===== src/rtl/xor_checksum_acc.sv =====
// xor_checksum_acc: XOR-reduces the CHANNELS lanes of each accepted beat and
// XOR-accumulates beats into a frame checksum. A closed frame (in_last or
// MAX_BEATS reached) is presented through a valid/ready result register.
module xor_checksum_acc #(
    parameter int WIDTH     = 8,
    parameter int CHANNELS  = 2,
    parameter int MAX_BEATS = 4,
    localparam int CW       = $clog2(MAX_BEATS + 1)
) (
    input  logic                      clk,
    input  logic                      rst,
    input  logic                      in_valid,
    output logic                      in_ready,
    input  logic [CHANNELS*WIDTH-1:0] in_data,
    input  logic                      in_last,
    output logic                      out_valid,
    input  logic                      out_ready,
    output logic [WIDTH-1:0]          out_checksum,
    output logic                      out_parity,
    output logic [CW-1:0]             out_beats,
    output logic                      out_err
);

    typedef enum logic {
        IDLE  = 1'b0,
        ACCUM = 1'b1
    } state_t;

    state_t           state, state_next;
    logic [WIDTH-1:0] acc, acc_next;
    logic [CW-1:0]    cnt, cnt_next;
    logic [CW-1:0]    cnt_inc;
    logic [WIDTH-1:0] beat_x;
    logic [WIDTH-1:0] sum;
    logic             accept;
    logic             close;

    logic             out_valid_next;
    logic [WIDTH-1:0] out_checksum_next;
    logic             out_parity_next;
    logic [CW-1:0]    out_beats_next;
    logic             out_err_next;

    // The result register can take a new value when empty or being drained.
    assign in_ready = !out_valid || out_ready;
    assign accept   = in_valid && in_ready;
    assign cnt_inc  = cnt + CW'(1);
    assign close    = accept && (in_last || (cnt_inc == CW'(MAX_BEATS)));

    // Lane reduction of the incoming beat.
    always_comb begin
        beat_x = '0;
        for (int k = 0; k < CHANNELS; k++) begin
            beat_x = beat_x ^ in_data[k*WIDTH +: WIDTH];
        end
    end

    // Running checksum including this beat; an idle accumulator counts as zero.
    assign sum = ((state == IDLE) ? '0 : acc) ^ beat_x;

    // Next-state, accumulator and result-register update.
    always_comb begin
        state_next        = state;
        acc_next          = acc;
        cnt_next          = cnt;
        out_valid_next    = out_valid;
        out_checksum_next = out_checksum;
        out_parity_next   = out_parity;
        out_beats_next    = out_beats;
        out_err_next      = out_err;

        if (out_valid && out_ready) begin
            out_valid_next = 1'b0;
        end

        if (accept) begin
            if (close) begin
                out_valid_next    = 1'b1;
                out_checksum_next = sum;
                out_parity_next   = ^sum;
                out_beats_next    = cnt_inc;
                out_err_next      = !in_last;
                acc_next          = '0;
                cnt_next          = '0;
                state_next        = IDLE;
            end else begin
                acc_next   = sum;
                cnt_next   = cnt_inc;
                state_next = ACCUM;
            end
        end
    end

    // State, accumulator and result registers; reset drops any partial frame
    // and any pending result.
    always_ff @(posedge clk or posedge rst) begin
        if (rst) begin
            state        <= IDLE;
            acc          <= '0;
            cnt          <= '0;
            out_valid    <= 1'b0;
            out_checksum <= '0;
            out_parity   <= 1'b0;
            out_beats    <= '0;
            out_err      <= 1'b0;
        end else begin
            state        <= state_next;
            acc          <= acc_next;
            cnt          <= cnt_next;
            out_valid    <= out_valid_next;
            out_checksum <= out_checksum_next;
            out_parity   <= out_parity_next;
            out_beats    <= out_beats_next;
            out_err      <= out_err_next;
        end
    end

endmodule


===== config.mk =====
export PLATFORM = sky130hd
export DESIGN_NAME = xor_checksum_acc
export DESIGN_NICKNAME = d
export VERILOG_FILES = /design/src/rtl/xor_checksum_acc.sv
export SDC_FILE = /design/constraint.sdc
export NUM_CORES = 1
export LEC_CHECK = 0
export CORE_MARGIN = 2
export CORE_UTILIZATION = 32
export DETAILED_ROUTE_END_ITERATION = 16
export PLACE_DENSITY = 0.65
export REMOVE_ABC_BUFFERS = 1
export SYNTH_ARGS = -nofsm -noshare
export SYNTH_HDL_FRONTEND = slang
export SYNTH_SLANG_ARGS = --single-unit
export TNS_END_PERCENT = 30

===== constraint.sdc =====
create_clock -name clk -period 4.5 [get_ports clk]
set_input_delay 0.675 -clock clk [delete_from_list [all_inputs] [get_ports clk]]
set_output_delay 0.675 -clock clk [all_outputs]
set_load 0.05 [all_outputs]

==> impl_metrics.csv, run 1 <==
group,metric,value,unit
sta,layout_min_cycle_time,2770,ps
power_and_ir_drop,power,796,uW
floorplanning,initial_core_util,33.7,%
global_route,grt_pass1_vias,913,
layout,diodes,0,
outcome,outcome,"complete, no violations",
cts,clkTransAtPathRegs,80,ps
cts,numCtsBuffers,3,
synthesis,synth.area.top_cells,"dfrtp_1 52%, xnor2_1 16%, nand2_1 10%",
global_route,grt_pass1_wl,3.93,mm
power_and_ir_drop,p_per_area,472,nW/um^2
floorplanning,die_w,66.6,um
synthesis,synth_compound_area_share,13.1,%
global_route,met1_usage,12.7,%
sta,rsz0062_at_grt,"false",
critical_path,path_max_fanout,4,
power_and_ir_drop,ir_drop,0.152,mV
sta,worstMarginPinSlew,945,ps
detailed_routing,ant_nets,0,
sta,slew-limit-headroom,36.9,%
global_route,antenna_found_initial,0,
critical_path,cp-start-kind,"input port",
placement,port_buffers,35,
cts,cts_root_buffer,"clkbuf_8",
synthesis,synthFlopType,"dfrtp_1",
sta,timing.setup.tns,0,ps
run,cap_violations,0,
floorplanning,ioPinCount,36,
synthesis,async_flop_share,100,%
critical_path,reg2reg_to,"out_beats[1]",
synthesis,synth_common_cells,"34 x nand2_1, 26 x dfrtp_1, 23 x xnor2_1",
placement,gp_congestion,0.743,
critical_path,cp-startpoint,"out_ready",
synthesis,synth_fa_ha_area_share,2.00,%
placement,placed_area,1630,um^2
layout,syn2layout_area_growth,34.7,%
synthesis,synthXorXnorAreaFrac,16.8,%
synthesis,yosysTopAreaCell,"dfrtp_1",
layout,fillers,350,
cts,htreeDepth,1,
synthesis,synth_seq_cells,26,
layout,drive_gt1_share,5.06,%
critical_path,reg2reg_from,"cnt[0]",
critical_path,worstSetupPathType,"input port to output port",
detailed_routing,drc_errors,0,
placement,dp_hpwl,1.80,mm
cts,cts_hold_buf,0,
floorplanning,dieArea,4430,um^2
cts,cts.sinks,26,
critical_path,r2r_slack,2140,ps
synthesis,synth_mux_area_share,1.80,%
hold_path,hold_path_class,"flip-flop to flip-flop",
synthesis,synth_top_area_share,51.9,%
detailed_routing,dr.pass1.iters,5,
synthesis,yosys_warnings,0,
sta,finalSetupViolCount,0,
synthesis,yosys.area_share.simple,11.5,%
detailed_routing,num_vias,942,
layout,final_area,1690,um^2
sta,fin_skew,3.24,ps
global_route,grt_use_met3,1.69,%
critical_path,required,3830,ps
synthesis,syn_inst,125,
critical_path,r2r_cells,5,
synthesis,syn_area_per_cell,10.0,um^2
global_route,grt_max_degree,27,
global_route,grt_busiest_layer,"met2",
cts,tritoncts,"yes",
critical_path,cp-end-kind,"output port",
layout,num-nets-final,182,
floorplanning,core_region_area,3720,um^2
layout,instances_no_fill,206,
synthesis,syn_area,1250,um^2
hold_path,hold_start,"out_parity",
global_route,grt.overflow.total,0,
cts,cts_buffer_depth,2,
critical_path,cp.arrival,2090,ps
placement,place_inst,202,
synthesis,synth_seq_area_share,51.9,%
sta,finalCritPeriodShare,61.5,%
cts,clock_latency,260,ps
sta,max_freq,0.361,GHz
global_route,grt_use_total,11.9,%
synthesis,yosysMostFrequentCell,"nand2_1",
hold_path,holdPathEnd,"out_parity",
global_route,use_met2,22.5,%
cts,postCtsResizedCells,0,
sta,hold_viol,0,
synthesis,synth.distinct_cells,19,
floorplanning,fp-row-count,22,
detailed_routing,wire_per_inst,11.5,um
hold_path,hold_depth,2,
detailed_routing,drt-initial-drc-count,20,
synthesis,synth_edf_count,0,
cts,cts_setup_buffers,0,
detailed_routing,avgViaCountPerCell,4.57,
detailed_routing,routed_wl,2.38,mm
sta,slew_violations,0,
synthesis,synth_top_family_by_area,"XOR/XNOR gates",
floorplanning,die_h,66.6,um
power_and_ir_drop,p_leak,0.000712,uW
cell type report:
type                       count  area, um^2  share of cell area [%]
sequential                    26         651                    38.5
multi-input combinational     91         566                    33.5
timing repair buffer          35         350                    20.7
tap                           48        60.1                    3.56
clock buffer                   4        55.1                    3.26
inverter                       2        7.51                   0.444
critical path, cell delays in order:
cell	delay, ps
clkdlybuf4s50_1	440
nand2b_1	150
clkdlybuf4s50_1	820
sequential cells by signal, summed over array words and instances (netlist names):
register      cells
out_parity        1
out_checksum      8
state             1
out_valid         1
acc               8
out_err           1
out_beats         3
cnt               3
power by group:
part | switching, uW | leakage (uW) | internal [uW]
registers | 29.5 | 0.000328 | 282
clock network | 64.4 | 0.0000288 | 77.9
logic | 208 | 0.000355 | 135
total | 302 | 0.000712 | 495
cell families (layout without fill, tap and decap cells):
logic type / count (synthesis) / after routing
multiplexers: 2 / 2
flip-flops: 26 / 26
AND/OR/NAND/NOR: 37 / 37
AO/OA/AOI/OAI: 26 / 26
buffers and inverters: 8 / 41
XOR/XNOR: 24 / 24
adder cells (fa/ha/maj): 2 / 2
how the worst max path moves through the flow:
stage,endpoint,slack [ps],cells past startpoint
after detailed placement,in_ready,1720,3
after floorplan,out_beats[1],2150,4
final,in_ready,1730,3
after CTS,in_ready,1720,3
after global routing,in_ready,1680,3
after global placement,in_ready,1740,3
routing by layer:
layer,part of all wire (%),routed length [um]
met1,42,996
met2,52,1240
met3,4.3,101
met4,1.7,40
met5,0,0
layout by cell type, fill, tap and decap left out, types with 2 or more instances in the layout:
cell             count
ha_1                 2
o31ai_1              8
mux2_2               2
o21ai_0             12
clkbuf_8             4
inv_1                2
clkdlybuf4s50_1     35
nand2_1             34
xnor2_1             23
a21oi_1              2
dfrtp_1             26
per-stage QoR:
stage	setup WS [ps]	utilization [%]	hold slack, ps
detailed placement	1720	44.0	465
finish	1730	45.5	479
CTS	1720	45.5	484
floorplan	2150	-	448
global placement	1740	44.0	460
global route	1680	45.5	501
(Power assumes the default switching activity.)
==> inputs of run 2 (changes only) <==
Clock period 4.5 ns to 2.71 ns, I/O delays scaled along.
==> run 2 against run 1 <==
Against the previous run:
- via count shrank 0.11%
- sequential power grew 66%
- clock skew grew 2.1 ps
- first-iteration DRC count shrank 25%
- register-to-register slack lost 1500 ps
- combinational power grew 67%
- total power grew 63%
- sequential share of layout area is essentially flat
- core utilization is essentially flat
- worst setup slack lost 1200 ps
- critical path type unchanged
- largest power group unchanged
==> impl_metrics.csv, run 2 (synthesis results as in run 1) <==
group,metric,value,unit
outcome,outcome,"complete, no violations",
floorplanning,dieArea,4430,um^2
placement,dp_hpwl,1.83,mm
detailed_routing,wire_per_inst,11.7,um
power_and_ir_drop,seqPwrFrac,39.8,%
floorplanning,core_region_area,3720,um^2
floorplanning,fp-row-count,22,
hold_path,hold_depth,2,
sta,max_freq,0.450,GHz
power_and_ir_drop,clockPowerShare,16.0,%
detailed_routing,avgViaCountPerCell,4.55,
layout,diodes,0,
power_and_ir_drop,p_sw_share,38.7,%
critical_path,reg2reg_from,"cnt[0]",
detailed_routing,routed_wl,2.42,mm
critical_path,cp.arrival,1820,ps
hold_path,hold_path_class,"flip-flop to flip-flop",
cts,cts_hold_buf,0,
cts,cts_buffer_depth,2,
cts,htreeDepth,1,
floorplanning,ioPinCount,36,
layout,layout_commonest_cell,"clkdlybuf4s50_1",
power_and_ir_drop,p_leak,0.000714,uW
sta,slew-limit-headroom,61.7,%
power_and_ir_drop,ir_drop,0.296,mV
layout,drive_gt1_share,5.66,%
placement,placed_area,1650,um^2
layout,num-nets-final,184,
cts,cts_setup_buffers,0,
detailed_routing,drc_errors,0,
sta,worstMarginPinSlew,572,ps
global_route,antenna_found_initial,0,
critical_path,cp-startpoint,"out_ready",
sta,finalCritPeriodShare,82.0,%
cts,clock_latency,260,ps
power_and_ir_drop,comb_power_share,44.2,%
critical_path,cp-end-kind,"output port",
detailed_routing,drt-initial-drc-count,15,
floorplanning,die_w,66.6,um
cts,tritoncts,"yes",
sta,layout_setup_ws,488,ps
floorplanning,die_h,66.6,um
critical_path,required,2300,ps
global_route,grt_use_total,12.6,%
layout,fillers,347,
global_route,grt_pass1_wl,4.11,mm
layout,syn2layout_area_growth,34.8,%
placement,place_inst,204,
sta,layout_min_cycle_time,2220,ps
global_route,grt_max_degree,27,
floorplanning,initial_core_util,33.7,%
sta,hold_viol,0,
global_route,grt_pass1_vias,958,
layout,top_regs,"acc: 8 flops, out_checksum: 8 flops",
run,cap_violations,0,
cts,cts.sinks,26,
critical_path,cp-start-kind,"input port",
cts,numCtsBuffers,3,
detailed_routing,ant_nets,0,
hold_path,hold_start,"out_checksum[5]",
sta,holdWs,480,ps
power_and_ir_drop,p_per_area,767,nW/um^2
sta,fin_skew,5.35,ps
placement,dpl_worst_slack,479,ps
critical_path,worstSetupPathType,"input port to output port",
sta,rsz0062_at_grt,"false",
power_and_ir_drop,p_switching,502,uW
layout,final_area,1690,um^2
critical_path,r2r_cells,7,
sta,finalSetupViolCount,0,
sta,slew_violations,0,
layout,instances_no_fill,207,
detailed_routing,num_vias,941,
cts,cts_root_buffer,"clkbuf_8",
placement,gp_congestion,0.736,
detailed_routing,dr.pass1.iters,4,
sta,timing.setup.tns,0,ps
power_and_ir_drop,internal_power,794,uW
cts,postCtsResizedCells,0,
layout,final_cell_mix,"35 x clkdlybuf4s50_1, 34 x nand2_1, 26 x dfrtp_1",
placement,port_buffers,35,
global_route,grt.overflow.total,0,
cts,clkTransAtPathRegs,80,ps
critical_path,path_max_fanout,4,
[run 2: cell types whose count changed in the layout (fill, tap and decap cells not counted)]
cell	change
clkbuf_8	-1
buf_4	+2
[run 2: metrics by stage]
step / utilization (%) / total power [uW]
floorplan: - / 916
global placement: 44.4 / 1090
detailed placement: 44.4 / 1100
CTS: 45.5 / 1310
global route: 45.5 / 1380
finish: 45.5 / 1300
[run 2: per-layer routing]
layer / track usage [%] / vias to the layer above / routed length [um]
li1: - / 480 / -
met1: 13.6 / 437 / 993
met2: 23.5 / 20 / 1270
met3: 1.52 / 4 / 96
met4: 6.89 / 0 / 58
met5: 0 / - / 0
[run 2: critical path, stage by stage]
cell and delay [ps]:
clkdlybuf4s50_1 440, nand2b_1 150, clkdlybuf4s50_1 820
[run 2: area by class of cell]
class	count	area [um^2]	share of cell area, %
tap	48	60.1	3.55
clock buffer	3	41.3	2.44
sequential	26	651	38.5
timing repair buffer	37	365	21.6
multi-input combinational	91	566	33.5
inverter	2	7.51	0.444
[run 2: worst paths after layout]
check	to	slack [ps]
setup / recovery	in_ready	490
hold / removal	out_checksum[5]	480
setup reg to reg	out_checksum[3]	600
hold reg to reg	out_checksum[5]	480
max in group asynchronous	cnt[2]	1970
min in group asynchronous	state	490
[run 2: power by group through the flow]
| stage | registers [uW] | clock network [uW] | logic, uW |
|---|---|---|---|
| floorplan | 703 | 0 | 212 |
| global placement | 520 | 0 | 571 |
| detailed placement | 525 | 0 | 579 |
| CTS | 518 | 216 | 580 |
| global route | 528 | 233 | 618 |
| finish | 516 | 207 | 572 |
==> inputs of run 3 (changes only) <==
Settings changed: PLACE_DENSITY 0.65 to 0.67.
Clock period 2.71 ns to 1.83 ns, I/O delays scaled along.
==> run 3 against run 2 <==
Against the previous run:
- final cell count grew 8.7%
- sequential power grew 48%
- total power grew 59%
- largest cell class unchanged
- largest power group unchanged
- highest routed layer unchanged
==> impl_metrics.csv, run 3 (synthesis results as in run 1) <==
group,metric,value,unit
sta,max_freq,0.584,GHz
cts,htreeDepth,1,
floorplanning,fp-row-count,22,
layout,final_util,49.4,%
cts,clkTransAtPathRegs,90,ps
sta,slew_violations,0,
layout,instances_no_fill,225,
critical_path,crit_buf_inv,1,
floorplanning,dieArea,4430,um^2
layout,final_cell_mix,"34 x nand2_1, 31 x clkdlybuf4s50_1, 26 x dfrtp_1",
layout,layout_commonest_cell,"nand2_1",
global_route,grt_use_total,12.1,%
power_and_ir_drop,p_leak,0.000811,uW
sta,timing.setup.tns,0,ps
cts,tritoncts,"yes",
cts,cts_buffer_depth,2,
layout,syn2layout_area_growth,46.3,%
run,cap_violations,0,
layout,final_area,1830,um^2
detailed_routing,wire_per_inst,11.4,um
placement,placed_area,1760,um^2
sta,slew-limit-headroom,66.0,%
critical_path,r2r_cells,7,
sta,finalCritPeriodShare,93.5,%
sta,worstMarginPinSlew,508,ps
layout,num-nets-final,201,
critical_path,reg2reg_to,"out_checksum[2]",
global_route,grt_pass1_vias,972,
floorplanning,die_h,66.6,um
global_route,grt_pass1_wl,4.02,mm
sta,fin_skew,2.95,ps
floorplanning,core_region_area,3720,um^2
detailed_routing,dr.pass1.iters,4,
critical_path,cp-startpoint,"out_parity",
cts,cts_root_buffer,"clkbuf_8",
critical_path,cp_cell_sequence,"clkdlybuf4s50_1",
layout,diodes,0,
placement,port_buffers,35,
layout,top_regs,"acc: 8 flops, out_checksum: 8 flops",
detailed_routing,avgViaCountPerCell,4.56,
floorplanning,die_w,66.6,um
global_route,grt.overflow.total,0,
cts,cts.sinks,26,
sta,layout_min_cycle_time,1710,ps
detailed_routing,num_vias,1027,
placement,place_inst,219,
power_and_ir_drop,p_per_area,1120,nW/um^2
global_route,antenna_found_initial,0,
cts,clock_latency,270,ps
detailed_routing,drc_errors,0,
critical_path,cp-end-kind,"output port",
floorplanning,initial_core_util,33.7,%
sta,finalSetupViolCount,0,
floorplanning,ioPinCount,36,
critical_path,cp-start-kind,"flip-flop",
placement,dp_hpwl,2.04,mm
critical_path,reg2reg_from,"cnt[0]",
power_and_ir_drop,ir_drop,0.450,mV
detailed_routing,ant_nets,0,
critical_path,crit_slowest_cell,"clkdlybuf4s50_1",
sta,hold_viol,0,
critical_path,cp_top_family,"buffers and inverters",
critical_path,worstSetupPathType,"flip-flop to output port",
placement,gp_congestion,0.780,
cts,numCtsBuffers,3,
hold_path,hold_path_class,"input port to asynchronous set/reset pin",
critical_path,cpPeakStageDelay,810,ps
layout,drive_gt1_share,17.5,%
global_route,grt_max_degree,27,
sta,holdWs,366,ps
detailed_routing,drt-initial-drc-count,19,
detailed_routing,routed_wl,2.56,mm
critical_path,cp.arrival,1440,ps
critical_path,r2r_slack,130,ps
outcome,outcome,"complete, no violations",
critical_path,path_max_fanout,2,
critical_path,required,1560,ps
## run 3: changes by cell type in the layout (fill, tap and decap cells not counted), sizes merged
cell,previous run,this run
clkbuf,3,4
clkdlybuf4s50,35,31
buf,2,23
## run 3: routing by layer
metal  wire length [um]  vias to the layer above  GRT usage (%)
met2               1290                       25           21.8
li1                   -                      512              -
met5                  0                        -              0
met4                 29                        0           5.36
met1               1120                      486           13.5
met3                123                        4           2.70
## run 3: worst max path at each step
stage | end | slack, ps | cells after the start
floorplan | out_beats[1] | -500 | 4
global placement | out_parity | 40 | 7
detailed placement | out_parity | 30 | 7
CTS | out_checksum[2] | 90 | 7
global route | out_checksum[2] | -10 | 7
finish | out_parity | 120 | 1
## run 3: per-stage QoR
stage | setup WS (ps) | total power (uW)
floorplan | -498 | 1360
detailed placement | 26.2 | 1700
global placement | 40.2 | 1680
global route | -13.5 | 2170
finish | 118 | 2060
CTS | 88.1 | 2080
## run 3: cell type report
type | count | area [um^2]
Timing Repair Buffer | 54 | 495
Tap cell | 48 | 60.1
Clock buffer | 4 | 55.1
Multi-Input combinational cell | 91 | 566
Inverter | 2 | 7.51
Sequential cell | 26 | 651
Fill cell | 344 | 1880
## run 3: worst min-delay path, delay by kind of cell
family | cells | cell delay (ps)
buffers and inverters | 3 | 770
## run 3: where the power goes
| part | switching, uW | total (uW) | internal (uW) |
|---|---|---|---|
| clock network | 182 | 374 | 192 |
| logic | 531 | 919 | 388 |
| registers | 71.0 | 763 | 692 |
| total | 784 | 2060 | 1270 |
## run 3: timing repair
action | 4_1_cts | 5_1_grt
hold buffers | 0 | 0
setup buffers | 0 | 2
resized for setup | 0 | 0
endpoints found under the setup margin | 0 | 3
